[config.mk]
export PLATFORM = sky130hd
export DESIGN_NAME = dkong_dl_router
export DESIGN_NICKNAME = d
export VERILOG_FILES = /design/src/rtl/dkong_dl_router.sv
export SDC_FILE = /design/constraint.sdc
export NUM_CORES = 1
export LEC_CHECK = 0
export ABC_AREA = 1
export CORE_ASPECT_RATIO = 0.8
export CORE_UTILIZATION = 43
export CTS_CLUSTER_SIZE = 40
export DETAILED_ROUTE_END_ITERATION = 7
export DONT_BUFFER_PORTS = 1
export MAX_ROUTING_LAYER = met4
export PLACE_DENSITY = 0.67
export SYNTH_ARGS = -nofsm -noshare
export SYNTH_HDL_FRONTEND = slang
export SYNTH_SLANG_ARGS = --single-unit
[constraint.sdc]
create_clock -name I_CLK_24576M -period 2.9 [get_ports I_CLK_24576M]
set_input_delay 0.435 -clock I_CLK_24576M [delete_from_list [all_inputs] [get_ports I_CLK_24576M]]
set_output_delay 0.435 -clock I_CLK_24576M [all_outputs]
set_load 0.01 [all_outputs]
[src/rtl/dkong_dl_router.sv]
// Routes the HPS ioctl download stream into the Donkey Kong ROM write ports, latches DIP and
// variant bytes, and holds the core in reset while loading and for HOLD_CYCLES clocks after.
module dkong_dl_router #(
    parameter int unsigned HOLD_CYCLES = 16,
    parameter logic [16:0] ROM_END     = 17'h1FFFF
) (
    input  logic        I_CLK_24576M,
    input  logic        I_RESETn,
    input  logic        I_DL_DOWNLOAD,
    input  logic        I_DL_WR,
    input  logic [24:0] I_DL_ADDR,
    input  logic [7:0]  I_DL_DATA,
    input  logic [7:0]  I_DL_INDEX,
    output logic [7:0]  O_DATA,
    output logic        O_MAIN_WE,
    output logic [14:0] O_MAIN_A,
    output logic        O_SND_WE,
    output logic [11:0] O_SND_A,
    output logic        O_WAV_WE,
    output logic [15:0] O_WAV_A,
    output logic        O_TOP_WE,
    output logic [15:0] O_TOP_A,
    output logic [7:0]  O_DIP_SW0,
    output logic [7:0]  O_DIP_SW1,
    output logic [4:0]  O_MOD,
    output logic        O_GAME_RESET,
    output logic [16:0] O_ROM_LEN,
    output logic        O_ERR
);

    typedef enum logic [1:0] {StIdle, StLoad, StHold, StRun} state_e;

    localparam logic [7:0]  HoldLast = 8'(HOLD_CYCLES - 1);
    localparam logic [16:0] LenMax   = 17'h1FFFF;

    state_e      state_q, state_d;
    logic [7:0]  hold_cnt_q, hold_cnt_d;
    logic [7:0]  dip_q [8];

    logic        load_entry;
    logic        wr_rom, rom_ok, rom_err;
    logic        main_hit, snd_hit, wav_hit, top_hit;
    logic        var_wr, var_bad, dip_wr;
    logic [16:0] rom_len_d;
    logic        err_d;

    always_comb begin
        state_d    = state_q;
        hold_cnt_d = hold_cnt_q;
        case (state_q)
            StIdle: begin
                state_d    = I_DL_DOWNLOAD ? StLoad : StHold;
                hold_cnt_d = '0;
            end
            StLoad: begin
                if (!I_DL_DOWNLOAD) begin
                    state_d    = StHold;
                    hold_cnt_d = '0;
                end
            end
            StHold: begin
                if (I_DL_DOWNLOAD) begin
                    state_d = StLoad;
                end else if (hold_cnt_q == HoldLast) begin
                    state_d = StRun;
                end else begin
                    hold_cnt_d = hold_cnt_q + 8'd1;
                end
            end
            StRun: begin
                if (I_DL_DOWNLOAD) state_d = StLoad;
            end
            default: state_d = StIdle;
        endcase
    end

    // Write decode uses the same-cycle download level so a byte coincident with the fall lands.
    always_comb begin
        load_entry = I_DL_DOWNLOAD && (state_q != StLoad);
        wr_rom     = I_DL_WR && I_DL_DOWNLOAD && (I_DL_INDEX == 8'd0);
        rom_ok     = I_DL_ADDR <= {8'd0, ROM_END};
        rom_err    = wr_rom && !rom_ok;
        main_hit   = wr_rom && rom_ok && (I_DL_ADDR < 25'h0008000);
        snd_hit    = wr_rom && rom_ok && (I_DL_ADDR >= 25'h000E000) && (I_DL_ADDR < 25'h000F000);
        wav_hit    = wr_rom && rom_ok && (I_DL_ADDR[24:16] == 9'd1);
        top_hit    = wr_rom && rom_ok && (I_DL_ADDR[24:16] == 9'd0);
        var_wr     = I_DL_WR && I_DL_DOWNLOAD && (I_DL_INDEX == 8'd1) && (I_DL_ADDR == 25'd0);
        var_bad    = I_DL_DATA > 8'd4;
        dip_wr     = I_DL_WR && (I_DL_INDEX == 8'd254) && (I_DL_ADDR[24:3] == 22'd0);

        rom_len_d = load_entry ? 17'd0 : O_ROM_LEN;
        if (wr_rom && rom_ok && (rom_len_d != LenMax)) rom_len_d = rom_len_d + 17'd1;
        err_d = (load_entry ? 1'b0 : O_ERR) | rom_err | (var_wr && var_bad);
    end

    always_ff @(posedge I_CLK_24576M) begin
        if (!I_RESETn) begin
            state_q    <= StIdle;
            hold_cnt_q <= '0;
            O_DATA     <= '0;
            O_MAIN_WE  <= 1'b0;
            O_MAIN_A   <= '0;
            O_SND_WE   <= 1'b0;
            O_SND_A    <= '0;
            O_WAV_WE   <= 1'b0;
            O_WAV_A    <= '0;
            O_TOP_WE   <= 1'b0;
            O_TOP_A    <= '0;
            O_MOD      <= 5'b00001;
            O_ROM_LEN  <= '0;
            O_ERR      <= 1'b0;
            for (int i = 0; i < 8; i++) dip_q[i] <= '0;
        end else begin
            state_q    <= state_d;
            hold_cnt_q <= hold_cnt_d;
            O_DATA     <= I_DL_DATA;
            O_MAIN_WE  <= main_hit;
            O_SND_WE   <= snd_hit;
            O_WAV_WE   <= wav_hit;
            O_TOP_WE   <= top_hit;
            if (main_hit) O_MAIN_A <= I_DL_ADDR[14:0];
            if (snd_hit)  O_SND_A  <= I_DL_ADDR[11:0];
            if (wav_hit)  O_WAV_A  <= I_DL_ADDR[15:0];
            if (top_hit)  O_TOP_A  <= I_DL_ADDR[15:0];
            if (var_wr)   O_MOD    <= var_bad ? 5'b00001 : (5'b00001 << I_DL_DATA[2:0]);
            if (dip_wr)   dip_q[I_DL_ADDR[2:0]] <= I_DL_DATA;
            O_ROM_LEN  <= rom_len_d;
            O_ERR      <= err_d;
        end
    end

    assign O_DIP_SW0    = dip_q[0];
    assign O_DIP_SW1    = dip_q[1];
    assign O_GAME_RESET = (state_q != StRun);

endmodule

After elaboration in Yosys (flattened, before gate mapping)

Memory sizes are Yosys's and may differ from the RTL's.
Index checks and enable logic that the tools add are counted.

Bits in registers: 104
Bits in writable memories: 64
Input bits: 45
Logic and storage cells: 87
Memories kept: 1

Memories:

| memory | words | width | rd ports | clocked after Yosys merged registers in | write ports | line | text |
|---|---|---|---|---|---|---|---|
| dip_q  | 8     | 8     | 2        | 0                                       | 8           | 38   | `logic [7:0] dip_q [8];` |

Add/subtract/negate cells: 2
Magnitude comparators: 5
Eq/ne operators: 15
Shifts and indexed selects: 1
Multiplexer cells: 21
Bitwise operators: 2
Reduce and logical (&&, ||, !) cells: 26

Operator list:

| kind                                                                | count |
|---|---|
| less-than comparator 25 x 16 -> 1 bit, second input constant        | 2 |
| two-way mux 17 bit                                                  | 2 |
| two-way mux 8 bit                                                   | 4 |
| greater-or-equal comparator 25 x 16 -> 1 bit, second input constant | 1 |
| <= comparator 25 x 17 -> 1 bit, second input constant               | 1 |
| logical NOT 25 bit                                                  | 1 |
| one-hot mux 8 bit (3 select lines)                                  | 1 |
| logical NOT 22 bit                                                  | 1 |
| adder 17 x 1 -> 17 bit, second input constant                       | 1 |
| != test 17 bit, second input constant                               | 1 |
| logical AND 1 bit                                                   | 16 |
| two-way mux 2 bit                                                   | 5 |
| != test 2 bit, second input constant                                | 5 |
| equality test 9 x 1 -> 1 bit, second input constant                 | 1 |
| logical NOT 9 bit                                                   | 1 |
| adder 8 x 1 -> 8 bit, second input constant                         | 1 |
| equality test 8 x 1 -> 1 bit, second input constant                 | 1 |
| equality test 8 x 4 -> 1 bit, second input constant                 | 1 |
| equality test 8 bit, second input constant                          | 1 |
| > comparator 8 x 3 -> 1 bit, second input constant                  | 1 |
| logical NOT 8 bit                                                   | 1 |
| one-hot mux 2 bit (4 select lines)                                  | 1 |
| OR reduction 8 bit                                                  | 1 |
| two-way mux 1 bit                                                   | 6 |
| other kinds (13)                                                    | 15 |

Longest topological paths before layout

Gate-level depths: netlist of the first run.

Depth after elaboration: 8
Depth in mapped cells: 20
Mapped depth without buffers: 19

Least setup slack after synthesis of the first run

OpenSTA, ideal clock, no wires.

Path type: flip-flop to flip-flop
Start point: reg state_q[1]
End point: reg O_ROM_LEN[5]
Arrival time: 2.244 ns
Data required time: 2.762 ns
Slack: 0.518 ns
Stages on the path, launching flop included: 19
Clock period less this slack: 2.382 ns
Path through: dfxtp_1 > inv_1 > nand2_1 > nand2_4 > buf_4 > nand2_1 > inv_1 > ha_1 > nand2_1 > nor2_4 > nand3_4 > inv_1 > and3_1 > ha_1 > inv_1 > nand3_4 > buf_2 > nor4_1 > nor3_1

Word-level cells in the longest chain between the ends: 6
Elaborated cells on any way between the ends: 7
Those cells by class: add/sub (1); eq/ne (2); mux (2); reduce/logical (2)

RTL lines:

| element                                                                        | line | text |
|---|---|---|
| from (decl)                                                                    | 36   | `state_e state_q, state_d;` |
| from (signal assigned)                                                         | 98   | `state_q <= StIdle;` |
| from (signal assigned)                                                         | 114  | `state_q <= state_d;` |
| != test 2 x 1 -> 1 bit *                                                       | 79   | `load_entry = I_DL_DOWNLOAD && (state_q != StLoad);` |
| logical AND 1 bit *                                                            | 79   |  |
| two-way mux 17 bit *                                                           | 91   | `rom_len_d = load_entry ? 17'd0 : O_ROM_LEN;` |
| parallel branches: the longest is 2 deep, another holds adder 17 x 1 -> 17 bit | --   |  |
| two-way mux 17 bit *                                                           | 92   | `if (wr_rom && rom_ok && (rom_len_d != LenMax)) rom_len_d = rom_len_d + 17'd1;` |
| to (signal assigned)                                                           | 127  | `O_ROM_LEN <= rom_len_d;` |
| to (decl)                                                                      | 27   | `output logic [16:0] O_ROM_LEN,` |

Mark *: on every way between the ends.
A chain may end at the register's enable or synchronous reset.

Final worst setup path of the first run

Start point: reg state_q[1]
End point: reg O_ROM_LEN[7]

Same word-level chain as after synthesis.

==> flow_summary.toml, run 1 <==
[outcome]
status = "finished with violations"
violations = "DRC"

[job]
drv_cap = 0

[clock_network]
cts_buffer_depth = 2
clkSinkCount = 120
htreeDepth = 4
root_buffer = "clkbuf_16"
clk_pin_slew_ns = 0.06
cts_buffers = 17
cts_tree = "built"
insertion_delay_ns = 0.41

[critical_path]
end_kind = "flop"
worst-setup-path-type = "flop to flop"
cp_data_arrival_time_ns = 2.96
cp.required_ns = 3.20
critPathMaxFanout = 18
ff2ff_path_depth = 18
startpoint_type = "flop"

[synthesis]
synth-edff-count = 16
synth_warnings = 0
ys_async_sr_fraction_pct = 0
synth.yosys.seq_area_share_pct = 48.9
syn_area_um2 = 5240
avgSynthCellArea_um2 = 7.98
synthesis.nets = 705
syn_inst = 657
synth.ff_latch_count = 120
synthFlopType = "dfxtp_1"
ys_types = 41

[route]
initialDrtViolationCount = 379
ant_nets = 0
avgRoutedWirePerCell_um = 16.5
wl_um = 13500
drc = 4
dr.pass1.iters = 7
vias_per_cell = 5.20
via_count = 4247

[placed_design]
dp.cells = 784
place.detailed.hpwl_um = 9390
io_buffers = 0
placed_area_um2 = 5330
gp_congestion = 0.843

[sta]
period_minus_slack_ns = 2.66
hold_viol_final = 0
finalSetupViolCount = 0
clock.fmax_mhz = 376
rsz0062_at_grt = "false"
slew_viol_final = 0
tightest_slew_ns = 0.805
tns_ns = 0
finalCritPeriodShare_pct = 91.7
skew_ns = 0.00934
timing.hold.ws_ns = 0.0951
slew_headroom_pct = 46.2

[pwr]
power.net_switching_uw = 910
combPwrFrac_pct = 2.6
swShare_pct = 23.4
clockPowerShare_pct = 53.1
static-leakage-power_nw = 2.22
p_int_mw = 2.98
vdd_ir_drop_max_mv = 0.405
power.share.sequential_pct = 44.3
p_per_area_nw_per_um2 = 658

[die]
num_rows = 35
core_um2 = 11700
die_area_um2 = 12600
initial_core_util_pct = 44.8
die_y_um = 101
ios = 156
die_w_um = 125

[grt]
grt_first_pass_wirelength_um = 21400
track_usage_pct = 22.9
grt-ovfl-total = 0
grt_max_degree = 66
antenna_found_initial = 0
grt_pass1_vias = 4031

[final_layout]
final_util_pct = 50.6
multi_input_area_um2 = 2110
finalNonFillerCells = 816
final_area_um2 = 5910
fill_cells = 1082
register_area_um2 = 2560
drive_above_1_share_pct = 12.7
area_growth_pct = 12.7
layout.nets = 703
num_antenna_cells = 0

[min_path]
min_path_type = "input pin to flop"
holdPathStages = 1
[what timing repair did]
| action | 4_1_cts | 5_1_grt |
|---|---|---|
| resized for setup | 0 | 1 |
| endpoints found under the setup margin | 0 | 1 |
| setup buffers | 0 | 0 |
| hold buffers | 0 | 0 |
[synth_stat cells, types with 2 or more instances]
master    number  share of area, %
nor4_1         2              0.24
nand4_1       15               1.8
nor3_1        14               1.3
nand3_1       21               2.0
a211oi_1       2              0.29
nor2_8         2              0.76
inv_1        111               7.9
edfxtp_1      16               9.2
nor2_2         6              0.72
dfxtp_1      104                40
nor2_1       103               7.4
buf_6          3              0.64
o21ai_1       25               2.4
buf_2         11               1.0
a21oi_1       65               6.2
ha_1           3              0.72
nand2_1       71               5.1
a211oi_2      18               4.3
nor2_4         5               1.1
nand3_4        2              0.67
clkbuf_1       8              0.57
nand3b_1       2              0.29
nand2_2        4              0.48
o21ai_0       23               2.2
buf_1          2              0.14
inv_2          4              0.29
[path summary, 6_finish.rpt]
kind,slack [ns],start,endpoint
worst min-delay path,0.1,I_DL_ADDR[15],O_MAIN_WE$_SDFF_PN0_
worst max-delay path,0.24,state_q[1]$_SDFFE_PN0P_,O_ROM_LEN[7]$_SDFF_PN0_
worst max register to register,0.24,state_q[1]$_SDFFE_PN0P_,O_ROM_LEN[7]$_SDFF_PN0_
worst min register to register,0.49,O_TOP_A[9]$_SDFFE_PN0P_,O_TOP_A[9]$_SDFFE_PN0P_
[metal layers]
layer	vias to the layer above	part of all wire (%)	wire length, um	track usage, %
met3	19	9.7	1310	7.75
met4	0	1.3	179	8.63
met5	-	0	0	-
met2	159	45	6070	34.0
li1	2121	-	-	-
met1	1948	44	5920	28.8
[power groups by stage]
stage	registers (mW)	logic [mW]	clock network [mW]
2_1_floorplan	1.76	0.0895	0
3_3_place_gp	1.76	0.0976	0
3_5_place_dp	1.76	0.0999	0
4_1_cts	1.73	0.100	2.09
5_1_grt	1.73	0.116	2.17
6_report	1.73	0.0999	2.07
[layout make-up]
type / instances / area share [%]
Inverter: 116 / 7.45
Clock inverter: 13 / 2.20
Tap cell: 148 / 3.13
Sequential cell: 120 / 43.4
Timing Repair Buffer: 4 / 0.508
Multi-Input combinational cell: 396 / 35.7
Clock buffer: 19 / 7.66
[kinds of logic after synthesis]
group                    after synthesis  synth area share [%]
flip-flops                           120                  48.9
XOR/XNOR                               1                 0.167
AND/OR/NAND/NOR                      258                  23.8
AO/OA/AOI/OAI                        134                  15.5
adder cells (fa/ha/maj)                3                 0.716
buffers and inverters                141                  10.9
[placed cells by master, fill, tap and decap left out, types with 2 or more instances in the layout]
cell type	n
nor2_4	5
nand3_4	2
edfxtp_1	16
o21ai_1	25
clkbuf_16	17
clkbuf_8	2
inv_4	3
nand2_1	71
nor4_1	2
clkinvlp_4	2
a211oi_1	2
nand2_2	4
nand3_1	21
a211oi_2	18
nor3_1	14
inv_6	8
inv_2	3
dfxtp_1	104
nand4_1	15
nor2_1	103
o21ai_0	23
nor2_2	6
ha_1	3
inv_1	111
buf_4	4
nand3b_1	2
nor2_8	2
a21oi_1	65
[flip-flops by register name, indices dropped and copies added, names as in the netlist, 2 cells and up]
register    cells
O_MAIN_A       15
state_q         2
O_WAV_A        16
O_SND_A        12
dip_q          16
O_DATA          8
O_MOD           5
O_TOP_A        16
O_ROM_LEN      17
hold_cnt_q      8
[per-stage QoR]
step                      power (mW)  setup WS (ns)
after floorplan                 1.85          0.518
after global placement          1.86          0.352
after detailed placement        1.86          0.252
after CTS                       3.92          0.232
after global routing            4.01        0.00217
final                           3.89          0.242
[critical path: stages (launching register included)]
cell and delay, ns:
dfxtp_1 0.36, inv_1 0.06, nand2_1 0.09, nand2_4 0.15, nand2_1 0.14, inv_1 0.05, ha_1 0.19, nand2_1 0.11
nor2_4 0.07, nand3_4 0.09, inv_1 0.04, and3_1 0.16, ha_1 0.19, inv_1 0.09, nand3_4 0.20, inv_4 0.18
nand4_1 0.11, o21ai_0 0.19, nor2_1 0.06
No activity file was read; power rests on OpenSTA's default activity.
==> inputs of run 2 (changes only) <==
Settings changed: ABC_AREA 1 to default.
Clock period 2.9 ns to 3.2 ns, I/O delays scaled along.
==> flow_summary.toml, run 2 <==
[placed_design]
place.detailed.hpwl_um = 9000
dp.cells = 667
io_buffers = 0
gp_congestion = 0.865
place_ws_ns = 0.257

[sta]
tightest_slew_ns = 0.655
tns_ns = 0
clock.fmax_mhz = 334
hold_viol_final = 0
skew_ns = 0.00711
finalSetupViolCount = 0
timing.hold.ws_ns = 0.144
slew_viol_final = 0
worst_slack_ns = 0.207
finalCritPeriodShare_pct = 93.5
slew_headroom_pct = 56.2
rsz0062_at_grt = "false"
period_minus_slack_ns = 2.99

[synthesis]
synth-edff-count = 16
ys_async_sr_fraction_pct = 0
synth_area_leader_cell = "dfxtp_1"
ys_types = 46
avgSynthCellArea_um2 = 9.09
synth_xor_area_share_pct = 2.67
synth.ff_latch_count = 120
synthAdderAreaFrac_pct = 0.762
synthSimpleGateAreaFrac_pct = 27.0
synth_compound_area_share_pct = 14.5
syn_inst = 542
synth_top_family_by_area = "simple AND/OR/NAND/NOR gates"
synth_top_area_share_pct = 42.2
synth_warnings = 0
synth_common_cells = "137 x nand2_1, 104 x dfxtp_1, 62 x a21boi_0, 35 x and2_1, 22 x nor2_1"
synthMuxAreaShare_pct = 0.406
synthFlopType = "dfxtp_1"
syn_area_um2 = 4930
synth_area_leaders = "dfxtp_1 42%, nand2_1 10%, edfxtp_1 9.7%, a21boi_0 9.4%, and2_1 4.4%"
yosysMostFrequentCell = "nand2_1"
synthesis.nets = 590
synth.yosys.seq_area_share_pct = 52.0

[min_path]
hold_path_startpoint = "I_DL_ADDR[15]"
holdPathStages = 1
min_to = "O_MAIN_WE$_SDFF_PN0_"
min_path_type = "input pin to flop"

[critical_path]
cp_data_arrival_time_ns = 3.33
r2r_slack_ns = 0.21
r2r-end = "O_ROM_LEN[10]$_SDFF_PN0_"
end_kind = "flop"
worst-setup-path-type = "flop to flop"
startpoint_type = "flop"
cp.required_ns = 3.53
ff2ff_path_depth = 12
rr_startpoint = "state_q[1]$_SDFFE_PN0P_"
critPathMaxFanout = 9

[route]
via_count = 3869
dr.pass1.iters = 5
ant_nets = 0
drc = 0
initialDrtViolationCount = 291
vias_per_cell = 5.54
wl_um = 12800
avgRoutedWirePerCell_um = 18.4

[clock_network]
clk_pin_slew_ns = 0.05
cts_buffer_depth = 2
insertion_delay_ns = 0.40
htreeDepth = 4
cts_resized = 0
post_cts_buffers = 0
cts_buffers = 17
cts_hold_buf = 0
root_buffer = "clkbuf_16"
clkSinkCount = 120
cts_tree = "built"

[die]
die_y_um = 97.8
initial_core_util_pct = 44.7
die_w_um = 122
num_rows = 34
core_um2 = 11000
die_area_um2 = 11900
ios = 156

[outcome]
status = "complete, no violations"

[pwr]
static-leakage-power_nw = 1.88
vdd_ir_drop_max_mv = 0.374
p_per_area_nw_per_um2 = 611
total_power_mw = 3.44

[grt]
track_usage_pct = 22.6
grt-ovfl-total = 0
grt.met1_usage_pct = 27.9
grt_busiest_layer = "met2"
grt_first_pass_wirelength_um = 19600
met2_usage_pct = 32.9
grt_use_met3_pct = 9.11
grt_max_degree = 94
antenna_found_initial = 0
grt_pass1_vias = 3582

[final_layout]
num_antenna_cells = 0
fill_cells = 1009
finalNonFillerCells = 698
area_growth_pct = 14.2
drive_above_1_share_pct = 7.76
layout.nets = 590
layout_commonest_cell = "nand2_1"
mostFrequentLayoutCells = "137 x nand2_1, 104 x dfxtp_1, 62 x a21boi_0"
largest_reg_flops = 17
regMostFlops = "O_ROM_LEN"

[job]
drv_cap = 0
-- run 2: cell types whose count changed after synthesis, sizes merged, moves of 9 or more --
cell    delta
a21oi     -53
inv      -112
nand2     +61
a211oi    -19
a21boi    +63
xor2       +9
clkbuf    +12
nor2      -94
and2      +34
o21ai     -38
buf       -10
-- run 2: through the flow --
stage                     util (%)  cell area (um^2)
after floorplan                  -              4930
after global placement        45.9              5060
after detailed placement      45.9              5060
after CTS                     51.1              5630
after global routing          51.1              5630
final                         51.1              5630
-- run 2: per-layer routing --
metal	routed length [um]	share of wire, %	up-vias
li1	-	-	1865
met1	5580	43	1825
met2	5810	45	163
met3	1290	10	16
met4	158	1.2	0
met5	0	0	-
-- run 2: layout make-up --
cell class                 count  area, um^2  share of cell area (%)
sequential                   120        2560                    45.5
multi-input combinational    391        2240                    39.8
clock buffer                  24         503                    8.94
tap                          144         180                    3.20
clock inverter                 7        66.3                    1.18
timing repair buffer           8        60.1                    1.07
inverter                       4        15.0                   0.267
-- run 2: worst max-delay path by stage --
stage | startpoint | depth (start not counted) | end | slack (ns)
detailed placement | state_q[1]$_SDFFE_PN0P_ | 12 | O_ROM_LEN[10]$_SDFF_PN0_ | 0.26
global placement | state_q[1]$_SDFFE_PN0P_ | 12 | O_ROM_LEN[10]$_SDFF_PN0_ | 0.44
finish | state_q[1]$_SDFFE_PN0P_ | 12 | O_ROM_LEN[10]$_SDFF_PN0_ | 0.21
global route | state_q[1]$_SDFFE_PN0P_ | 12 | O_ROM_LEN[9]$_SDFF_PN0_ | 0.009
CTS | state_q[1]$_SDFFE_PN0P_ | 12 | O_ROM_LEN[10]$_SDFF_PN0_ | 0.25
floorplan | I_DL_DOWNLOAD | 12 | O_ROM_LEN[10]$_SDFF_PN0_ | 0.31
-- run 2: critical path: stages (launching register included) --
cell and delay [ns]:
dfxtp_1 0.41, nand2b_1 0.27, nand2_1 0.20, and2_1 0.22, ha_1 0.21, nand3_1 0.08, a21oi_1 0.09, and3_1 0.22
ha_1 0.22, nor2_1 0.24, nand3_4 0.17, or4_1 0.44, a21oi_1 0.14
-- run 2: cells by family (layout without fill, tap and decap cells) --
logic type,Yosys count,count (layout)
buf+inv,31,43
fa+ha+maj,3,3
simple gates,270,270
compound gates,101,101
mux,2,2
xor+xnor,15,15
flops,120,120
-- run 2: power by group --
part	switching [mW]	internal [mW]	leakage [nW]
Combinational	0.0282	0.0274	0.606
Sequential	0.0166	1.54	0.992
Clock	0.658	1.17	0.281
==> inputs of run 3 (changes only) <==
Settings changed: SLEW_MARGIN from default to 20.
==> results of run 3 <==
Final layout, timing and power as in run 2 (identical DEF).
